<file path="src/rtl/mealy_serial_sequencer.sv">
// Serialises a parallel word LSB-first into an external Mealy next-state block, owns its state
// register and returns the number of entries into state 11. Optional macro: WORD_RESTART_EN.
module mealy_serial_sequencer #(
    parameter int WIDTH = 8,
    parameter int CNT_W = 4
) (
    input  logic             clk,
    input  logic             rst,
    input  logic             in_valid,
    input  logic [WIDTH-1:0] in_data,
    output logic             in_ready,
    output logic             fsm_w,
    output logic             fsm_y1,
    output logic             fsm_y2,
    input  logic             fsm_Y1,
    input  logic             fsm_Y2,
    output logic             out_valid,
    output logic [CNT_W-1:0] out_count,
    input  logic             out_ready
);

    localparam int BCW = (WIDTH > 1) ? $clog2(WIDTH) : 1;
    localparam logic [BCW-1:0]   LAST_BIT = BCW'(WIDTH - 1);
    localparam logic [CNT_W-1:0] CNT_MAX  = '1;

    typedef enum logic [1:0] {
        IDLE  = 2'd0,
        SHIFT = 2'd1,
        DONE  = 2'd2
    } ctrl_e;

    ctrl_e            ctrl_q, ctrl_d;
    logic [1:0]       y_q, y_d;
    logic [WIDTH-1:0] shreg_q, shreg_d;
    logic [BCW-1:0]   bit_cnt_q, bit_cnt_d;
    logic [CNT_W-1:0] hit_cnt_q, hit_cnt_d;

    always_ff @(posedge clk or posedge rst) begin
        if (rst) begin
            ctrl_q    <= IDLE;
            y_q       <= 2'b00;
            shreg_q   <= '0;
            bit_cnt_q <= '0;
            hit_cnt_q <= '0;
        end else begin
            ctrl_q    <= ctrl_d;
            y_q       <= y_d;
            shreg_q   <= shreg_d;
            bit_cnt_q <= bit_cnt_d;
            hit_cnt_q <= hit_cnt_d;
        end
    end

    always_comb begin
        ctrl_d    = ctrl_q;
        y_d       = y_q;
        shreg_d   = shreg_q;
        bit_cnt_d = bit_cnt_q;
        hit_cnt_d = hit_cnt_q;
        in_ready  = 1'b0;
        out_valid = 1'b0;
        fsm_w     = 1'b0;

        case (ctrl_q)
            IDLE: begin
                in_ready = 1'b1;
                if (in_valid) begin
                    shreg_d   = in_data;
                    bit_cnt_d = '0;
                    hit_cnt_d = '0;
`ifdef WORD_RESTART_EN
                    y_d       = 2'b00;
`endif
                    ctrl_d    = SHIFT;
                end
            end
            SHIFT: begin
                // The external next-state logic is only trusted while a bit is being presented.
                fsm_w     = shreg_q[0];
                y_d       = {fsm_Y1, fsm_Y2};
                if (y_d == 2'b11 && hit_cnt_q != CNT_MAX) begin
                    hit_cnt_d = hit_cnt_q + CNT_W'(1);
                end
                shreg_d   = shreg_q >> 1;
                bit_cnt_d = bit_cnt_q + BCW'(1);
                if (bit_cnt_q == LAST_BIT) begin
                    ctrl_d = DONE;
                end
            end
            DONE: begin
                out_valid = 1'b1;
                if (out_ready) begin
                    ctrl_d = IDLE;
                end
            end
            default: ctrl_d = IDLE;
        endcase
    end

    assign fsm_y1    = y_q[1];
    assign fsm_y2    = y_q[0];
    assign out_count = (ctrl_q == DONE) ? hit_cnt_q : '0;

endmodule

</file>
<file path="config.mk">
export PLATFORM = sky130hd
export DESIGN_NAME = mealy_serial_sequencer
export DESIGN_NICKNAME = d
export VERILOG_FILES = /design/src/rtl/mealy_serial_sequencer.sv
export SDC_FILE = /design/constraint.sdc
export NUM_CORES = 1
export LEC_CHECK = 0
export BUFFER_PORTS_ARGS = -buffer_cell sky130_fd_sc_hd__buf_2
export CAP_MARGIN = 20
export CORE_MARGIN = 5
export CORE_UTILIZATION = 51
export CTS_CLUSTER_SIZE = 28
export DETAILED_ROUTE_END_ITERATION = 6
export GPL_TIMING_DRIVEN = 0
export PLACE_DENSITY = 0.76
export SKIP_CTS_REPAIR_TIMING = 1
export SLEW_MARGIN = 20
export SYNTH_ARGS = -nofsm -noshare
export SYNTH_HDL_FRONTEND = slang
export SYNTH_SLANG_ARGS = --single-unit
</file>
<file path="constraint.sdc">
create_clock -name clk -period 1.6 [get_ports clk]
set_input_delay 0.16 -clock clk [delete_from_list [all_inputs] [get_ports clk]]
set_output_delay 0.16 -clock clk [all_outputs]
set_load 0.02 [all_outputs]
</file>
* Yosys cells after proc, flatten, opt, wreduce, memory -nomap -nowiden
Index checks and enable logic that the tools add are counted.
** Word-level totals
- Register bits after elaboration :: 19
- Input bits :: 14
- Output and inout port bits :: 9
- Logic and storage cells :: 37
** Operators by class
- $add $sub $neg :: 2
- Eq/ne operators :: 9
- Muxes and demuxes :: 15
- Reductions and logical operators :: 6
** Operator list (count)
- one-hot mux 8 bit (2 select lines) :: 1
- 2-to-1 mux 4 bit :: 3
- 2-to-1 mux 8 bit :: 1
- inequality test 2 bit (second input constant) :: 4
- one-hot mux 4 bit (2 select lines) :: 1
- 2-to-1 mux 2 bit :: 3
- one-hot mux 2 bit (3 select lines) :: 1
- one-hot mux 3 bit (2 select lines) :: 1
- AND reduction 3 bit :: 2
- adder 4 x 1 -> 4 bit (second input constant) :: 1
- == test 2 bit (second input constant) :: 2
- inequality test 4 bit (second input constant) :: 1
- adder 3 x 1 -> 3 bit (second input constant) :: 1
- == test 3 bit (second input constant) :: 1
- 2-to-1 mux 1 bit :: 3
- 2-to-1 mux 3 bit :: 1
- == test 2 x 1 -> 1 bit (second input constant) :: 1
- logical NOT 2 bit :: 1
- AND reduction 2 bit :: 1
- nonzero test 2 bit :: 1
- logical AND 1 bit :: 1

* Logic depth before layout (Yosys ltp)
Gate-level depths: netlist of the first run.
- Depth in word-level cells :: 4
- Gate-level depth with buffers :: 5
- Gate-level depth less buffers :: 4

* Least setup slack after synthesis of the first run
Ideal clock, no wire load.
- Kind :: reg2out
- Start :: register ctrl_q[0]
- End :: output port out_count[0]
- Arrival :: 1301 ps
- Required time :: 1440 ps
- Path slack :: 139 ps
- Cell stages (with the launch flop) :: 4
- Path buffers :: 1
- Path through :: dfrtp_1 -> buf_2 -> nor2b_1 -> and2_1
** On the way
- Longest elaborated chain between the ends :: 2
** Ends and longest elaborated chain
- start, declared :: line 32 : ctrl_e ctrl_q, ctrl_d;
- start signal, assigned :: line 46 : ctrl_q <= ctrl_d;
- == test 2 bit :: line 102 : assign out_count = (ctrl_q == DONE) ? hit_cnt_q : '0;
- 2-to-1 mux 4 bit :: line 102
- end, declared :: line 18 : output logic [CNT_W-1:0] out_count,
Every way passes these cells.

* Worst setup path in the final report of the first run
- Start :: register ctrl_q[1]
- End :: output port fsm_w
** On the way
- Longest elaborated chain between the ends :: 2
** Ends and longest elaborated chain
- == test 2 x 1 -> 1 bit :: line 64 : case (ctrl_q)
- 2-to-1 mux 1 bit :: line 64
- end, declared :: line 12 : output logic fsm_w,
Every way passes these cells.

==> summary.md, run 1 <==
| Metric | Value |
|---|---|
| Maxcap violations | 0 |
| Starting density of the core | 0.550 |
| Worst Setup End Kind | primary output |
| Synth-to-layout area growth | 20.5% |
| First-pass GRT wire length | approximately 3.5 mm |
| Syn nets | 120 |
| Antenna fix cells | 0 |
| Reg2reg end | hit_cnt_q[0] |
| CTS sink count | 19 |
| Residual DRC count | 0 |
| Post-synth EDFFs | 0 |
| Synth area leaders | dfrtp_1, nand2_1, o21ai_0, and2_1, and3b_1 |
| CP max stage cell | dfrtp_1 |
| Nets | around 150 |
| Mapped Cells | just over 100 |
| R2r setup slk | ~0.18 ns |
| Final Max Slew Viols | 0 |
| Clk_skew | 0.0140 ns |
| Commonest cells after routing, fill and taps aside | buf_2, nand2_1, dfrtp_1, o21ai_0 |
| CTS max path bufs | 2 |
| Status | complete, but fails checks |
| Top Ports | 23 |
| Root buf cell | clkbuf_4 |
| Setup slack after layout | 0.0683 ns |
| Static leakage | between 0.5 and 0.6 nW |
| I/O Buffers | 22 |
| Inserted Clock Buffers | 3 |
| H-tree depth | 1 |
| Routed WL per cell | approximately 14 um |
| # fillers | between 150 and 200 |
| Row count | 15 |
| Register area share after synthesis | 0.490 |
| Core area | ~0.0018 mm2 |
| Worst Path Required | roughly 1.4 ns |
| Final Wtd Congestion | 0.746 |
| WP data arrival | between 1 and 1.5 ns |
| Max VDD drop | roughly 0.00091 V |
| Final hold slack | -0.0530 ns |
| Startpoint Class | flop |
| Commonest non-fill, non-tap cell in the layout | buf_2 |
| Vias post-DR | between 800 and 900 |
| DRT antenna net count | 0 |
| Total of flip-flops plus latches after synthesis | 19 |
| Area leader, netlist | dfrtp_1 |
| DR pass1 iterations | 4 |
| Largest net degree at the start of global routing | 20 |
| Sequence of cells on the critical path | and2b_1, clkbuf_4, and2_1, buf_2 |
| Vias in the first global route | approximately 800 |
| Die W | 53.6 um |
| Crit path largest cell delay | 0.43 ns |
| Fin crit period | 1.53 ns |
| Synthesized area per cell | between 9 and 10 um2 |
| Reg-to-Reg Start | hit_cnt_q[0] |
| Layout cells sized above 1 | 0.246 |
| Vias per cell | 5.35 |
| CTS tree | done |
| Yosys warnings | 0 |
| Clk slew on worst S/H paths | 0.12 ns |
| Fmax | 653 MHz |
| DP Worst Slack | ~0.16 ns |
| WL final | about 2.1 mm |
| Area fraction of the dominant cell type after synthesis | 0.490 |
| Count of different cell masters after synthesis | 27 |
| Clk_lat worst skew | approximately 0.3 ns |
| P per Cell Area | ~1600 mW/mm2 |
| Gr usage total | 0.176 |
| Worst setup path class | flop to primary output |
| Worst slew margin | 0.523 |
| Die Ht | between 50 and 60 um |
| Total congestion overflow | 0 |
| Hold Vio Cnt, Final | 19 |
| Worst slew pin tran | around 0.71 ns |
| Crit path max fanout | 8 |
| Tcrit/Tclk final | 0.957 |
| R2R depth | 4 |
| DIE AREA | about 0.0029 mm2 |
| HP Class | input pin to async pin |
| Synthesized cell area | approximately 970 um2 |
| Synth async-reset ratio | 1.00 |
| Iter 0 DRT Violations | 21 |
| Post-DP HPWL | around 1.5 mm |
| Failing checks | negative hold slack |
| Setup Viol. Count Final | 0 |
| Initial antenna violation count | 0 |
| Most used DFF post-synth | dfrtp_1 |
## state kept, by name (all words and copies together), names as in the netlist
signal and flops:
hit_cnt_q 4, bit_cnt_q 3, shreg_q 8, ctrl_q 2
y_q 2
## layout make-up
class | count | area (um2) | area share
Tap cell | 25 | 31.3 | 0.0268
Buffer | 5 | 28.8 | 0.0246
Sequential cell | 19 | 475 | 0.407
Timing Repair Buffer | 23 | 125 | 0.107
Multi-Input combinational cell | 77 | 474 | 0.406
Clock buffer | 4 | 26.3 | 0.0225
Inverter | 2 | 7.51 | 0.00642
## worst max path at each step
stage	startpoint	to	cells past startpoint
floorplan	ctrl_q[0]	out_count[0]	3
detailed placement	ctrl_q[0]	out_count[2]	4
finish	ctrl_q[1]	fsm_w	4
global route	ctrl_q[0]	out_count[2]	4
CTS	ctrl_q[0]	out_count[2]	4
global placement	ctrl_q[0]	out_count[3]	4
## critical path: cells and delay by family (launching register included)
| kind | cells | cell delay (ns) |
|---|---|---|
| buffers and inverters | 2 | 0.33 |
| flip-flops | 1 | 0.43 |
| AND/OR/NAND/NOR | 2 | 0.32 |
## cells in the mapped netlist (all sizes together), types with 2 or more instances
library cell / count
nand2: 20
a22oi: 2
buf: 3
clkbuf: 2
and2: 7
nor2: 3
a21oi: 7
o21ai: 9
inv: 2
nand3: 3
dfrtp: 19
a22o: 3
and3b: 5
nand2b: 3
and2b: 2
ha: 3
## metrics by stage
stage | util | instances | cell area [um2] | total power [mW] | TNS (ns)
finish | 0.662 | 155 | 1170 | 1.90 | 0
detailed placement | 0.630 | 150 | 1110 | 1.61 | 0
floorplan | - | 103 | 970 | 1.37 | 0
global route | 0.662 | 155 | 1170 | 2.08 | -0.000983
global placement | 0.630 | 150 | 1110 | 1.57 | 0
CTS | 0.645 | 154 | 1140 | 1.87 | -0.794
## cell families after synthesis
logic type / after synthesis / share of synthesized area
AOI/OAI and AO/OA: 27 / 0.179
adders and majority gates: 3 / 0.0387
buffers and inverters: 7 / 0.0322
DFF: 19 / 0.490
and+or+nand+nor: 47 / 0.259
## power breakdown
| part | internal [mW] | switching, mW | total (mW) |
|---|---|---|---|
| Clock | 0.0970 | 0.152 | 0.249 |
| Combinational | 0.356 | 0.463 | 0.819 |
| Sequential | 0.678 | 0.149 | 0.827 |
## routing by layer
| layer | wire length (um) | track usage | up-vias |
|---|---|---|---|
| li1 | - | - | 414 |
| met1 | 903 | 0.214 | 383 |
| met2 | 1080 | 0.302 | 31 |
| met3 | 134 | 0.0249 | 2 |
| met4 | 19 | 0.0894 | 0 |
| met5 | 0 | 0 | - |
Power figures use the tool's default switching activity.
==> inputs of run 2 (changes only) <==
- BUFFER_PORTS_ARGS: -buffer_cell sky130_fd_sc_hd__buf_2 -> unset
- CORE_UTILIZATION: 51 -> 55
- DONT_BUFFER_PORTS: unset -> 1
- PLACE_DENSITY: 0.76 -> 0.7
- SETUP_SLACK_MARGIN: unset -> 0.4
==> summary.md, run 2 (synthesized netlist as in run 1, its figures left out) <==
| Metric | Value |
|---|---|
| GR Util met1 | 0.230 (was 0.214) |
| Layout cells sized above 1 | 0.311 (was 0.246) |
| Total congestion overflow | 0 (unchanged) |
| M3 GR Usage | 0.0430 (was 0.0249) |
| Row count | 15 (unchanged) |
| Residual DRC count | 0 (unchanged) |
| Post-layout util | 0.725 (was 0.662) |
| Worst Path Required | 1.44 ns (about the same) |
| Unrepaired setup endpoints after global routing | true |
| DR pass1 iterations | 4 (unchanged) |
| Hold Vio Cnt, Final | 0 (was 19) |
| Worst Setup End Kind | primary output (unchanged) |
| CTS tree | done (unchanged) |
| Placed cells | 128 (was 150) |
| Crit path max fanout | 6 (was 8) |
| Fmax | 653 MHz (about the same) |
| Crit path largest cell delay | 0.44 ns (was 0.43 ns) |
| Iter 0 DRT Violations | 24 (was 21) |
| Largest reg by FF count | shreg_q (unchanged) |
| DRT antenna net count | 0 (unchanged) |
| Maxcap violations | 0 (unchanged) |
| M2 GR Usage | 0.289 (was 0.302) |
| Nets | 140 (was 148) |
| Worst path bufs/invs | 1 (was 2) |
| Die W | 52.0 um (was 53.6 um) |
| WP data arrival | 1.37 ns (about the same) |
| Starting density of the core | 0.568 (was 0.550) |
| Inserted Clock Buffers | 3 (unchanged) |
| Final Wtd Congestion | 0.818 (was 0.746) |
| Worst slew pin tran | 0.737 ns (was 0.715 ns) |
| Clk slew on worst S/H paths | 0.11 ns (was 0.12 ns) |
| Clk_skew | 0.00100 ns (was 0.0140 ns) |
| Root buf cell | clkbuf_4 (unchanged) |
| Top Ports | 23 (unchanged) |
| Commonest non-fill, non-tap cell in the layout | nand2_1 (was buf_2) |
| H-tree depth | 1 (unchanged) |
| Core area | 0.00171 mm2 (was 0.00176 mm2) |
| Top Family by Delay on Critical Path | simple AND/OR/NAND/NOR gates (was flip-flops) |
| Largest registers | shreg_q: 8 flops, hit_cnt_q: 4 flops, bit_cnt_q: 3 flops (unchanged) |
| Worst slew margin | 0.508 (was 0.523) |
| CP max stage cell | dfrtp_2 (was dfrtp_1) |
| Largest register FFs | 8 (unchanged) |
| Worst setup path class | flop to primary output (unchanged) |
| DIE AREA | 0.00270 mm2 (was 0.00287 mm2) |
| Vias in the first global route | 730 (was 799) |
| Routed WL per cell | 15.7 um (was 13.8 um) |
| Startpoint Class | flop (unchanged) |
| Post-DP HPWL | 1.46 mm (was 1.53 mm) |
| Final Max Slew Viols | 0 (unchanged) |
| Static leakage | 0.577 nW (was 0.593 nW) |
| Post-layout power | 2.17 mW (was 1.90 mW) |
| Status | completed (was complete, but fails checks) |
| Final hold slack | 0.00817 ns (was -0.0530 ns) |
| First-pass GRT wire length | 3.52 mm (was 3.54 mm) |
| Setup Viol. Count Final | 0 (unchanged) |
| Tcrit/Tclk final | 0.958 (was 0.957) |
| Die Ht | 52.0 um (was 53.6 um) |
| I/O Buffers | 0 (was 22) |
| Vias per cell | 5.46 (was 5.35) |
| CTS max path bufs | 2 (unchanged) |
| Fin cells | 147 (was 155) |
| Synth-to-layout area growth | 27.7% (was 20.5%) |
| Fin crit period | 1.53 ns (about the same) |
| Largest net degree at the start of global routing | 20 (unchanged) |
| WL final | 2.31 mm (was 2.14 mm) |
| Sequence of cells on the critical path | buf_6, nor2b_4, and2_4 (was and2b_1, clkbuf_4, and2_1, buf_2) |
| # fillers | 127 (was 161) |
| Vias post-DR | 802 (was 830) |
| Antenna fix cells | 0 (unchanged) |
| HP Class | input pin to flop (was input pin to async pin) |
| P per Cell Area | 1750 mW/mm2 (was 1620 mW/mm2) |
| Initial antenna violation count | 0 (unchanged) |
| Max VDD drop | 0.000938 V (was 0.000912 V) |
| Commonest cells after routing, fill and taps aside | nand2_1, dfrtp_1, buf_4, o21ai_0 (was buf_2, nand2_1, dfrtp_1, o21ai_0) |
| Gr usage total | 0.179 (was 0.176) |
| Gr busiest metal | met2 (unchanged) |
| CTS sink count | 19 (unchanged) |
| Clk_lat worst skew | 0.30 ns (about the same) |
[run 2: worst register-to-register path, stage by stage (launching register included)]
cell	delay [ns]
dfrtp_2	0.44
buf_4	0.16
and2b_1	0.16
buf_6	0.12
buf_4	0.13
buf_4	0.12
nand4_1	0.08
o211ai_1	0.08
[run 2: layout make-up]
cell class / count / area (um2) / share of cell area
Inverter: 2 / 7.51 / 0.00606
Clock buffer: 3 / 22.5 / 0.0182
Tap cell: 25 / 31.3 / 0.0253
Buffer: 5 / 43.8 / 0.0354
Timing Repair Buffer: 15 / 115 / 0.0929
Clock inverter: 1 / 5.00 / 0.00404
Multi-Input combinational cell: 77 / 536 / 0.432
Sequential cell: 19 / 478 / 0.386
[run 2: power by group]
group          switching (mW)  internal [mW]  total, mW
Combinational           0.508          0.536       1.04
Sequential              0.195          0.683      0.878
Clock                   0.155         0.0934      0.248
[run 2: per-stage QoR]
step | cell area (um2) | setup TNS, ns | setup slack (ns)
2_1_floorplan | 987 | 0 | 0.373
4_1_cts | 1050 | -0.214 | -0.0547
6_report | 1240 | 0 | 0.0679
3_5_place_dp | 1020 | 0 | 0.261
3_3_place_gp | 1020 | 0 | 0.272
5_1_grt | 1240 | -0.00586 | -0.00429
[run 2: routing by layer]
| metal | routed length, um | vias to the layer above |
|---|---|---|
| met5 | 0 | - |
| met4 | 36 | 0 |
| met3 | 61 | 5 |
| met2 | 1160 | 11 |
| met1 | 1060 | 382 |
| li1 | - | 404 |
[run 2: worst paths after layout]
kind / start / end / slack, ns / cells past startpoint
min reg2reg: shreg_q[0] / shreg_q[0] / 0.49 / 2
min in group asynchronous: rst / hit_cnt_q[3] / 0.41 / 2
max: ctrl_q[0] / out_count[0] / 0.07 / 3
max in group asynchronous: rst / ctrl_q[0] / 0.68 / 2
max reg2reg: ctrl_q[0] / hit_cnt_q[1] / 0.20 / 7
min: in_valid / shreg_q[7] / 0.008 / 1
